--- src/rtl/control_sequencer_pkg.sv ---
// Shared opcode map, control-step encoding and instruction-class record
// for the Mini SRC control sequencer.
package control_sequencer_pkg;

  localparam int OPCODE_W = 5;

  localparam logic [4:0] OP_LD   = 5'b00000;
  localparam logic [4:0] OP_LDI  = 5'b00001;
  localparam logic [4:0] OP_ST   = 5'b00010;
  localparam logic [4:0] OP_ADD  = 5'b00011;
  localparam logic [4:0] OP_SUB  = 5'b00100;
  localparam logic [4:0] OP_AND  = 5'b00101;
  localparam logic [4:0] OP_OR   = 5'b00110;
  localparam logic [4:0] OP_ROR  = 5'b00111;
  localparam logic [4:0] OP_ROL  = 5'b01000;
  localparam logic [4:0] OP_SHR  = 5'b01001;
  localparam logic [4:0] OP_SHRA = 5'b01010;
  localparam logic [4:0] OP_SHL  = 5'b01011;
  localparam logic [4:0] OP_ADDI = 5'b01100;
  localparam logic [4:0] OP_ANDI = 5'b01101;
  localparam logic [4:0] OP_ORI  = 5'b01110;
  localparam logic [4:0] OP_NOP  = 5'b11010;
  localparam logic [4:0] OP_HALT = 5'b11011;

  typedef enum logic [3:0] {
    ST_RST, ST_T0, ST_T1, ST_T2, ST_T3, ST_T4, ST_T5, ST_T6, ST_T7, ST_HALT
  } state_e;

  typedef struct packed {
    logic alu3;
    logic imm;
    logic ldi;
    logic ld;
    logic st;
    logic nop;
    logic halt;
    logic illegal;
  } iclass_t;

endpackage

--- src/rtl/control_sequencer_if.sv ---
// Sequencer <-> datapath bundle: instruction/memory status in, control strobes out.
interface control_sequencer_if #(parameter int OPCODE_W = 5);
  logic [31:0]         IR;
  logic                mem_ready;
  logic                PCout, MARin, IncPC, PCin, Zin, Zlowout, Yin;
  logic                MDRin, MDRout, IRin, Read, Write, Cout;
  logic                Gra, Grb, Grc, Rin, Rout, BAout;
  logic [OPCODE_W-1:0] alu_op;
  logic                run;
  logic                illegal;

  modport master (
    input  IR, mem_ready,
    output PCout, MARin, IncPC, PCin, Zin, Zlowout, Yin,
           MDRin, MDRout, IRin, Read, Write, Cout,
           Gra, Grb, Grc, Rin, Rout, BAout, alu_op, run, illegal
  );

  modport slave (
    output IR, mem_ready,
    input  PCout, MARin, IncPC, PCin, Zin, Zlowout, Yin,
           MDRin, MDRout, IRin, Read, Write, Cout,
           Gra, Grb, Grc, Rin, Rout, BAout, alu_op, run, illegal
  );
endinterface

--- src/rtl/control_sequencer_instr_class_decode.sv ---
// Opcode -> one-hot instruction class; anything outside the map is illegal.
module instr_class_decode
  import control_sequencer_pkg::*;
#(
  parameter int OPCODE_W = 5
) (
  input  logic [OPCODE_W-1:0] opcode_i,
  output iclass_t             cls_o
);

  always_comb begin
    cls_o = '0;
    case (opcode_i)
      OP_ADD, OP_SUB, OP_AND, OP_OR, OP_ROR,
      OP_ROL, OP_SHR, OP_SHRA, OP_SHL:  cls_o.alu3    = 1'b1;
      OP_ADDI, OP_ANDI, OP_ORI:         cls_o.imm     = 1'b1;
      OP_LDI:                           cls_o.ldi     = 1'b1;
      OP_LD:                            cls_o.ld      = 1'b1;
      OP_ST:                            cls_o.st      = 1'b1;
      OP_NOP:                           cls_o.nop     = 1'b1;
      OP_HALT:                          cls_o.halt    = 1'b1;
      default:                          cls_o.illegal = 1'b1;
    endcase
  end

endmodule

--- src/rtl/control_sequencer.sv ---
// Moore control-step sequencer: fetch T0-T2, class-dependent execute T3-T7,
// strobes decoded from the current step (read-step MDRin also gated by mem_ready).
module control_sequencer
  import control_sequencer_pkg::*;
#(
  parameter int OPCODE_W = 5
) (
  input  logic                 clock,
  input  logic                 clear,
  control_sequencer_if.master  bus
);

  state_e              state_q, state_d;
  iclass_t             cls_now, cls_q, cls;
  logic [OPCODE_W-1:0] op_now, op_q;

  assign op_now = bus.IR[31 -: OPCODE_W];

  instr_class_decode #(.OPCODE_W(OPCODE_W)) u_dec (
    .opcode_i (op_now),
    .cls_o    (cls_now)
  );

  // Class is taken live from IR in T3 and frozen for the remaining steps.
  assign cls = (state_q == ST_T3) ? cls_now : cls_q;

  always_ff @(posedge clock or posedge clear) begin
    if (clear) begin
      state_q <= ST_RST;
      cls_q   <= '0;
      op_q    <= '0;
    end else begin
      state_q <= state_d;
      if (state_q == ST_T3) begin
        cls_q <= cls_now;
        op_q  <= op_now;
      end
    end
  end

  always_comb begin
    state_d = state_q;
    case (state_q)
      ST_RST:  state_d = ST_T0;
      ST_T0:   state_d = ST_T1;
      ST_T1:   state_d = bus.mem_ready ? ST_T2 : ST_T1;
      ST_T2:   state_d = ST_T3;
      ST_T3: begin
        if (cls.alu3 | cls.imm | cls.ldi | cls.ld | cls.st) state_d = ST_T4;
        else if (cls.halt)                                  state_d = ST_HALT;
        else                                                state_d = ST_T0;
      end
      ST_T4:   state_d = ST_T5;
      ST_T5:   state_d = (cls.ld | cls.st) ? ST_T6 : ST_T0;
      ST_T6:   state_d = (cls.ld && !bus.mem_ready) ? ST_T6 : ST_T7;
      ST_T7:   state_d = (cls.st && !bus.mem_ready) ? ST_T7 : ST_T0;
      ST_HALT: state_d = ST_HALT;
      default: state_d = ST_RST;
    endcase
  end

  always_comb begin
    bus.PCout   = 1'b0; bus.MARin  = 1'b0; bus.IncPC = 1'b0; bus.PCin  = 1'b0;
    bus.Zin     = 1'b0; bus.Zlowout = 1'b0; bus.Yin  = 1'b0; bus.MDRin = 1'b0;
    bus.MDRout  = 1'b0; bus.IRin   = 1'b0; bus.Read  = 1'b0; bus.Write = 1'b0;
    bus.Cout    = 1'b0; bus.Gra    = 1'b0; bus.Grb   = 1'b0; bus.Grc   = 1'b0;
    bus.Rin     = 1'b0; bus.Rout   = 1'b0; bus.BAout = 1'b0;
    bus.alu_op  = '0;
    bus.illegal = 1'b0;
    bus.run     = (state_q != ST_RST) && (state_q != ST_HALT);
    case (state_q)
      ST_T0: begin
        bus.PCout = 1'b1; bus.MARin = 1'b1; bus.IncPC = 1'b1; bus.Zin = 1'b1;
      end
      ST_T1: begin
        bus.Zlowout = 1'b1; bus.PCin = 1'b1; bus.Read = 1'b1;
        bus.MDRin   = bus.mem_ready;
      end
      ST_T2: begin
        bus.MDRout = 1'b1; bus.IRin = 1'b1;
      end
      ST_T3: begin
        if (cls.alu3 | cls.imm) begin
          bus.Grb = 1'b1; bus.Rout = 1'b1; bus.Yin = 1'b1;
        end else if (cls.ldi | cls.ld | cls.st) begin
          bus.Grb = 1'b1; bus.BAout = 1'b1; bus.Yin = 1'b1;
        end
        bus.illegal = cls.illegal;
      end
      ST_T4: begin
        bus.Zin = 1'b1;
        if (cls.alu3) begin
          bus.Grc = 1'b1; bus.Rout = 1'b1; bus.alu_op = op_q;
        end else if (cls.imm) begin
          bus.Cout = 1'b1; bus.alu_op = op_q;
        end else begin
          bus.Cout = 1'b1; bus.alu_op = OPCODE_W'(OP_ADD);
        end
      end
      ST_T5: begin
        bus.Zlowout = 1'b1;
        if (cls.ld | cls.st) bus.MARin = 1'b1;
        else begin
          bus.Gra = 1'b1; bus.Rin = 1'b1;
        end
      end
      ST_T6: begin
        if (cls.ld) begin
          bus.Read = 1'b1; bus.MDRin = bus.mem_ready;
        end else begin
          bus.Gra = 1'b1; bus.Rout = 1'b1; bus.MDRin = 1'b1;
        end
      end
      ST_T7: begin
        if (cls.ld) begin
          bus.MDRout = 1'b1; bus.Gra = 1'b1; bus.Rin = 1'b1;
        end else begin
          bus.Write = 1'b1;
        end
      end
      default: ;
    endcase
  end

endmodule

--- src/flat_wrapper.sv ---
// flat-port wrapper written by rule: the top's interface ports become plain ports
module control_sequencer_flat import control_sequencer_pkg::*;
#(
  parameter int OPCODE_W = 5
)
  (clock, clear, bus_IR, bus_mem_ready, bus_PCout, bus_MARin, bus_IncPC, bus_PCin, bus_Zin, bus_Zlowout, bus_Yin, bus_MDRin, bus_MDRout, bus_IRin, bus_Read, bus_Write, bus_Cout, bus_Gra, bus_Grb, bus_Grc, bus_Rin, bus_Rout, bus_BAout, bus_alu_op, bus_run, bus_illegal);
  control_sequencer_if #(.OPCODE_W(OPCODE_W)) bus_i ();
  input  logic clock;
  input  logic clear;
  input wire logic [$bits(bus_i.IR)-1:0] bus_IR;
  input wire logic [$bits(bus_i.mem_ready)-1:0] bus_mem_ready;
  output wire logic [$bits(bus_i.PCout)-1:0] bus_PCout;
  output wire logic [$bits(bus_i.MARin)-1:0] bus_MARin;
  output wire logic [$bits(bus_i.IncPC)-1:0] bus_IncPC;
  output wire logic [$bits(bus_i.PCin)-1:0] bus_PCin;
  output wire logic [$bits(bus_i.Zin)-1:0] bus_Zin;
  output wire logic [$bits(bus_i.Zlowout)-1:0] bus_Zlowout;
  output wire logic [$bits(bus_i.Yin)-1:0] bus_Yin;
  output wire logic [$bits(bus_i.MDRin)-1:0] bus_MDRin;
  output wire logic [$bits(bus_i.MDRout)-1:0] bus_MDRout;
  output wire logic [$bits(bus_i.IRin)-1:0] bus_IRin;
  output wire logic [$bits(bus_i.Read)-1:0] bus_Read;
  output wire logic [$bits(bus_i.Write)-1:0] bus_Write;
  output wire logic [$bits(bus_i.Cout)-1:0] bus_Cout;
  output wire logic [$bits(bus_i.Gra)-1:0] bus_Gra;
  output wire logic [$bits(bus_i.Grb)-1:0] bus_Grb;
  output wire logic [$bits(bus_i.Grc)-1:0] bus_Grc;
  output wire logic [$bits(bus_i.Rin)-1:0] bus_Rin;
  output wire logic [$bits(bus_i.Rout)-1:0] bus_Rout;
  output wire logic [$bits(bus_i.BAout)-1:0] bus_BAout;
  output wire logic [$bits(bus_i.alu_op)-1:0] bus_alu_op;
  output wire logic [$bits(bus_i.run)-1:0] bus_run;
  output wire logic [$bits(bus_i.illegal)-1:0] bus_illegal;
  assign bus_i.IR = bus_IR;
  assign bus_i.mem_ready = bus_mem_ready;
  assign bus_PCout = bus_i.PCout;
  assign bus_MARin = bus_i.MARin;
  assign bus_IncPC = bus_i.IncPC;
  assign bus_PCin = bus_i.PCin;
  assign bus_Zin = bus_i.Zin;
  assign bus_Zlowout = bus_i.Zlowout;
  assign bus_Yin = bus_i.Yin;
  assign bus_MDRin = bus_i.MDRin;
  assign bus_MDRout = bus_i.MDRout;
  assign bus_IRin = bus_i.IRin;
  assign bus_Read = bus_i.Read;
  assign bus_Write = bus_i.Write;
  assign bus_Cout = bus_i.Cout;
  assign bus_Gra = bus_i.Gra;
  assign bus_Grb = bus_i.Grb;
  assign bus_Grc = bus_i.Grc;
  assign bus_Rin = bus_i.Rin;
  assign bus_Rout = bus_i.Rout;
  assign bus_BAout = bus_i.BAout;
  assign bus_alu_op = bus_i.alu_op;
  assign bus_run = bus_i.run;
  assign bus_illegal = bus_i.illegal;
  control_sequencer #(.OPCODE_W(OPCODE_W)) u_core (.clock(clock), .clear(clear), .bus(bus_i));
endmodule
--- config.mk ---
export PLATFORM = sky130hd
export DESIGN_NAME = control_sequencer_flat
export DESIGN_NICKNAME = d
export VERILOG_FILES = /design/src/rtl/control_sequencer_pkg.sv /design/src/rtl/control_sequencer_if.sv /design/src/rtl/control_sequencer_instr_class_decode.sv /design/src/rtl/control_sequencer.sv /design/src/flat_wrapper.sv
export SDC_FILE = /design/constraint.sdc
export NUM_CORES = 1
export LEC_CHECK = 0
export CAP_MARGIN = 40
export CORE_MARGIN = 3
export CORE_UTILIZATION = 41
export DETAILED_ROUTE_END_ITERATION = 12
export GPL_TIMING_DRIVEN = 0
export PLACE_DENSITY = 0.85
export SETUP_SLACK_MARGIN = 0.5
export SYNTH_ARGS = -nofsm -noshare
export SYNTH_HDL_FRONTEND = slang
export SYNTH_SLANG_ARGS = --single-unit
--- constraint.sdc ---
create_clock -name clock -period 5.8 [get_ports clock]
set_input_delay 1.16 -clock clock [delete_from_list [all_inputs] [get_ports clock]]
set_output_delay 1.16 -clock clock [all_outputs]
set_load 0.03 [all_outputs]
# [Word level (Yosys, flattened, before mapping)]
# Index checks and enable logic that the tools add are counted.
[word_totals] word_cells=103 reg_bits=17 output_inout_bits=26 in_bits=35
[op_classes] muxes=48 bitwise=7 n_eq_ne=26 n_reduce_logical=12
[ops] operator="$pmux 4 s10" n=1
[ops] operator="$eq 5x4->1 const B" n=7
[ops] operator="$mux 1" n=31
[ops] operator="$eq 5x3->1 const B" n=4
[ops] operator="$reduce_or 17->1" n=1
[ops] operator="$eq 4x3->1 const B" n=4
[ops] operator="$mux 4" n=4
[ops] operator="$mux 5" n=3
[ops] operator="$eq 5x2->1 const B" n=2
[ops] operator="$eq 5x5->1 const B" n=2
[ops] operator="$pmux 1 s2" n=5
[ops] operator="$reduce_or 9->1" n=1
[ops] operator="$eq 4x2->1 const B" n=2
[ops] operator="$eq 4x4->1 const B" n=2
[ops] operator="$mux 8" n=1
[ops] operator="$or 1x1->1" n=7
[ops] operator="$pmux 1 s3" n=2
[ops] operator="$eq 5x1->1 const B" n=1
[ops] operator="$logic_not 5->1" n=1
[ops] operator="$eq 4x1->1 const B" n=1
[ops] operator="$logic_not 4->1" n=1
[ops] operator="$ne 4x4->1 const B" n=1
[ops] operator="$reduce_bool 4->1" n=1
[ops] operator="$reduce_or 2->1" n=2
[ops] operator="other kinds (4)" n=6

# [Depth between registers and ports, before layout]
[logic_depth] word_depth=10 mapped_depth=6 mapped_depth_nobuf=3

# [Modules after synthesis]
# A second synthesis with hierarchy kept.
[unflattened] cells_unflattened=144 hier_area_um2=1083.5
[modules_own_cells] module="control_sequencer" area_each_um2=984.7 n_inst=1 seq_area_each_um2=350.3 cells_per_inst=130
[modules_own_cells] module="instr_class_decode" area_each_um2=98.8 n_inst=1 seq_area_each_um2=0.0 cells_per_inst=14

# [Least setup slack after synthesis]
# No wires, ideal clock.
[synth_timing] kind="input to output" from="in bus_IR[30]" to="out bus_Yin" t_required_ns=4.640 path_stages=4 arrival_time_ns=2.186 n_path_buf=2 setup_slack_ns=2.454 path_cell_list="clkbuf_1 > nand4_1 > nor3b_2 > buf_4"
[synth_via] elab_chain_len=8 word_cells_on_any_way=29 cone_classes="eq/ne (14); mux (9); bitwise (3); reduce/logical (3)"
[synth_lines] element="start: declaration" line="flat_wrapper.sv:10" rtl="input wire logic [$bits(bus_i.IR)-1:0] bus_IR;"
[synth_lines] element="parallel branches: the longest is 2 deep, another holds $reduce_or 9->1"
[synth_lines] element="$mux 8 (*)" line="control_sequencer.sv:25" rtl="assign cls = (state_q == ST_T3) ? cls_now : cls_q;"
[synth_lines] element="$or 1x1->1 (2 in a row)" line="control_sequencer.sv:85" rtl="end else if (cls.ldi | cls.ld | cls.st) begin"
[synth_lines] element="$mux 1"
[synth_lines] element="$mux 1 (*) (2 in a row)"
[synth_lines] element="end: declaration" line="flat_wrapper.sv:18" rtl="output wire logic [$bits(bus_i.Yin)-1:0] bus_Yin;"
# Mark *: on every way between the ends.

# [Worst setup path in the final report]
[layout_timing] from="in bus_IR[28]" to="out bus_Rout"
[layout_via] elab_chain_len=7 word_cells_on_any_way=24 cone_classes="eq/ne (12); mux (8); bitwise (1); reduce/logical (3)"
[layout_lines] element="$eq 5x2->1, or another cell as far along" line="control_sequencer_instr_class_decode.sv:13" rtl="case (opcode_i)"
[layout_lines] element="$reduce_or 9->1 or $reduce_or 3->1 (tied branches)" line="control_sequencer_instr_class_decode.sv:13"
[layout_lines] element="$mux 1" line="control_sequencer_instr_class_decode.sv:13"
[layout_lines] element="$mux 8 (*)" line="control_sequencer.sv:25"
[layout_lines] element="$or 1x1->1" line="control_sequencer.sv:83" rtl="if (cls.alu3 | cls.imm) begin"
[layout_lines] element="$mux 1" line="control_sequencer.sv:83"
[layout_lines] element="$pmux 1 s3 (*)" line="control_sequencer.sv:71" rtl="case (state_q)"
[layout_lines] element="end: declaration" line="flat_wrapper.sv:29" rtl="output wire logic [$bits(bus_i.Rout)-1:0] bus_Rout;"
# Every way passes the cells marked *; elsewhere a longest branch is shown, timed or not.

==> results.toml <==
[cells_and_area]
postLayoutCoreUtil = 0.6118
final-seq-area_um2 = 325.3
nFillCells = 229
nets = 213
area_delta_synth_final_pct = 33.80
multiInputGateArea_um2 = 645.6
drive_gt1_frac = 0.09040
antennaDiodeCount = 0

[setup_path]
cp_cell_sequence = "clkdlybuf4s50_1 -> a211oi_1 -> nor4b_1 -> a31o_2 -> clkdlybuf4s50_1"
startpoint_type = "input port"
worstSetupPathType = "in2out"
cp.required_ns = 4.64
cpPeakStageDelay_ns = 0.67
crit_top_cell = "clkdlybuf4s50_1"
crit_fanout = 8
cp_slowest_cell = "clkdlybuf4s50_1"
cp_data_arrival_time_ns = 3.02
ff2ff_path_depth = 5
end_kind = "output port"

[timing]
finalHoldViolations = 0
post-route-period-util = 0.7206
min_period_ns = 4.179
worstMarginPinSlew_ns = 0.8246
rsz0062_at_grt = "false"
fmax_mhz = 239.3
drv_slew = 0
fin_ws_ns = 1.621
final.setup_skew_ns = 0.001848
slew_headroom = 0.4488
finalSetupViolCount = 0
whs_ns = 0.4748
setup_tns_ns = 0

[placed_design]
gp_congestion = 0.8961
dp_hpwl_um = 2197
io_buffers = 30
dp_slack_ns = 1.632

[logic_synthesis]
synth_edf_count = 0
synthCells = 143
ys_seq_area_frac = 0.3041
synth_nets = 178
yosysWarnings = 0
postSynthAreaPerCell_um2 = 7.481
netlist_area_um2 = 1070
synth_commonest_cells = "nand2_1, nor2_1, dfrtp_1"
async_flop_share = 1.000
synth_most_common_cell = "nand2_1"
synthTopCellsByArea = "dfrtp_1, nand2_1, nor2_1, clkbuf_1, nand2b_1"
ys_ff_latch = 13
synth_ff_type = "dfrtp_1"
yosysUniqueCellTypes = 43
synth_top_area_cell = "dfrtp_1"
synth_top_area_frac = 0.3041

[clocking]
ctsHoldBuffers = 0
cts_resized = 0
clk_pin_slew_ns = 0.08
clk-insertion-delay-late_ns = 0.27
cts_root_buf = "clkbuf_4"
post_cts_buffers = 0
cts.htree.levels = 1
clock_path_buffers = 2
clkSinkCount = 13
cts_buffers = 3
cts_tree = "done"

[global_route]
grt-ovfl-total = 0
grt_pass1_wl_um = 4836
antenna_found_initial = 0
track_usage = 0.1815
grt_max_degree = 14
grt_pass1_vias = 1023

[floorplan]
fp.dieW_um = 57.08
ioPinCount = 61
dieArea_um2 = 3258
rows = 17
initial_utilization = 0.4572
die_h_um = 57.08
core_um2 = 2340

[detailed_routing]
firstDrtPassIters = 4
viasPerCell = 5.663
route.detailed.drc = 0
wl_um = 2899
wl_per_cell_um = 14.14
first_iter_violations = 34
postRouteAntennaNets = 0
vias = 1161

[min_path]
hold_depth = 2
hold_path_class = "reg2reg"

[pwr]
powerDensity_nw_per_um2 = 538.8
leakage_uw = 0.0005986
irDropWorstVdd_mv = 0.3654
p_total_uw = 771.2

[job]
drv_cap = 0

[status]
outcome = "finished clean"
-- per-stage QoR --
stage | instance area [um2] | cells
5_1_grt | 1431 | 205
2_1_floorplan | 1070 | 143
6_report | 1431 | 205
4_1_cts | 1431 | 205
3_5_place_dp | 1405 | 201
3_3_place_gp | 1405 | 201
-- routing by layer --
layer,global-route usage,part of all wire,vias up
met5,0,0,-
met4,0.04305,0.0097,0
met3,0.02715,0.054,2
met2,0.2920,0.48,47
met1,0.2559,0.46,547
li1,-,-,565
-- final cells by class --
cell class                 count  share of cell area
multi-input combinational    110              0.4510
timing repair buffer          30              0.2098
buffer                        16             0.05857
clock buffer                   4             0.01836
sequential                    13              0.2273
tap                           28             0.02448
inverter                       4             0.01049
-- logic make-up after synthesis --
kind of cell	synth area share
compound gates	0.1661
buf+inv	0.09238
flops	0.3041
mux	0.009357
simple gates	0.4281
-- worst paths after layout --
kind,startpoint,to,slack [ns]
worst max-delay path,bus_IR[28],bus_Rout,1.62
worst min-delay path,u_core.op_q[2]$_DFFE_PP0P_,u_core.op_q[2]$_DFFE_PP0P_,0.47
worst max register to register,u_core.state_q[2]$_DFF_PP0_,u_core.state_q[3]$_DFF_PP0_,4.00
worst min register to register,u_core.op_q[2]$_DFFE_PP0P_,u_core.op_q[2]$_DFFE_PP0P_,0.47
max in group asynchronous,clear,u_core.cls_q[6]$_DFF_PP0_,4.26
min in group asynchronous,clear,u_core.op_q[1]$_DFFE_PP0P_,1.21
-- power breakdown --
part / internal, uW / switching (uW)
logic: 220 / 331
registers: 131 / 31.7
clock network: 26.6 / 29.8
total: 378 / 393
-- worst max-delay path, delay by kind of cell --
family / cells / cell delay (ns)
simple gates: 1 / 0.29
buf+inv: 2 / 1.28
compound gates: 2 / 0.29
-- cells in the final DEF, fill, tap and decap left out, types with 2 or more instances in the layout --
cell / Yosys / routed
clkdlybuf4s50_1: 0 / 30
nand2_1: 27 / 27
nor2_1: 18 / 18
dfrtp_1: 13 / 13
clkbuf_1: 11 / 12
nand2b_1: 6 / 6
o21ai_0: 6 / 6
nor3_1: 5 / 5
inv_1: 4 / 4
nand3_1: 4 / 4
a21oi_1: 3 / 3
and2_1: 3 / 3
nor2b_1: 3 / 3
clkbuf_4: 0 / 3
buf_6: 2 / 2
nand4bb_1: 2 / 2
nand4_1: 2 / 2
a31o_2: 2 / 2
a21o_1: 2 / 2
and3_1: 2 / 2
a31oi_1: 2 / 2
nor4bb_1: 2 / 2
buf_4: 2 / 2
-- flip-flops by register name, summed over array words and instances, names as in the netlist --
name,cells
u_core.state_q,4
u_core.cls_q,4
u_core.op_q,5
(Power assumes the default switching activity.)
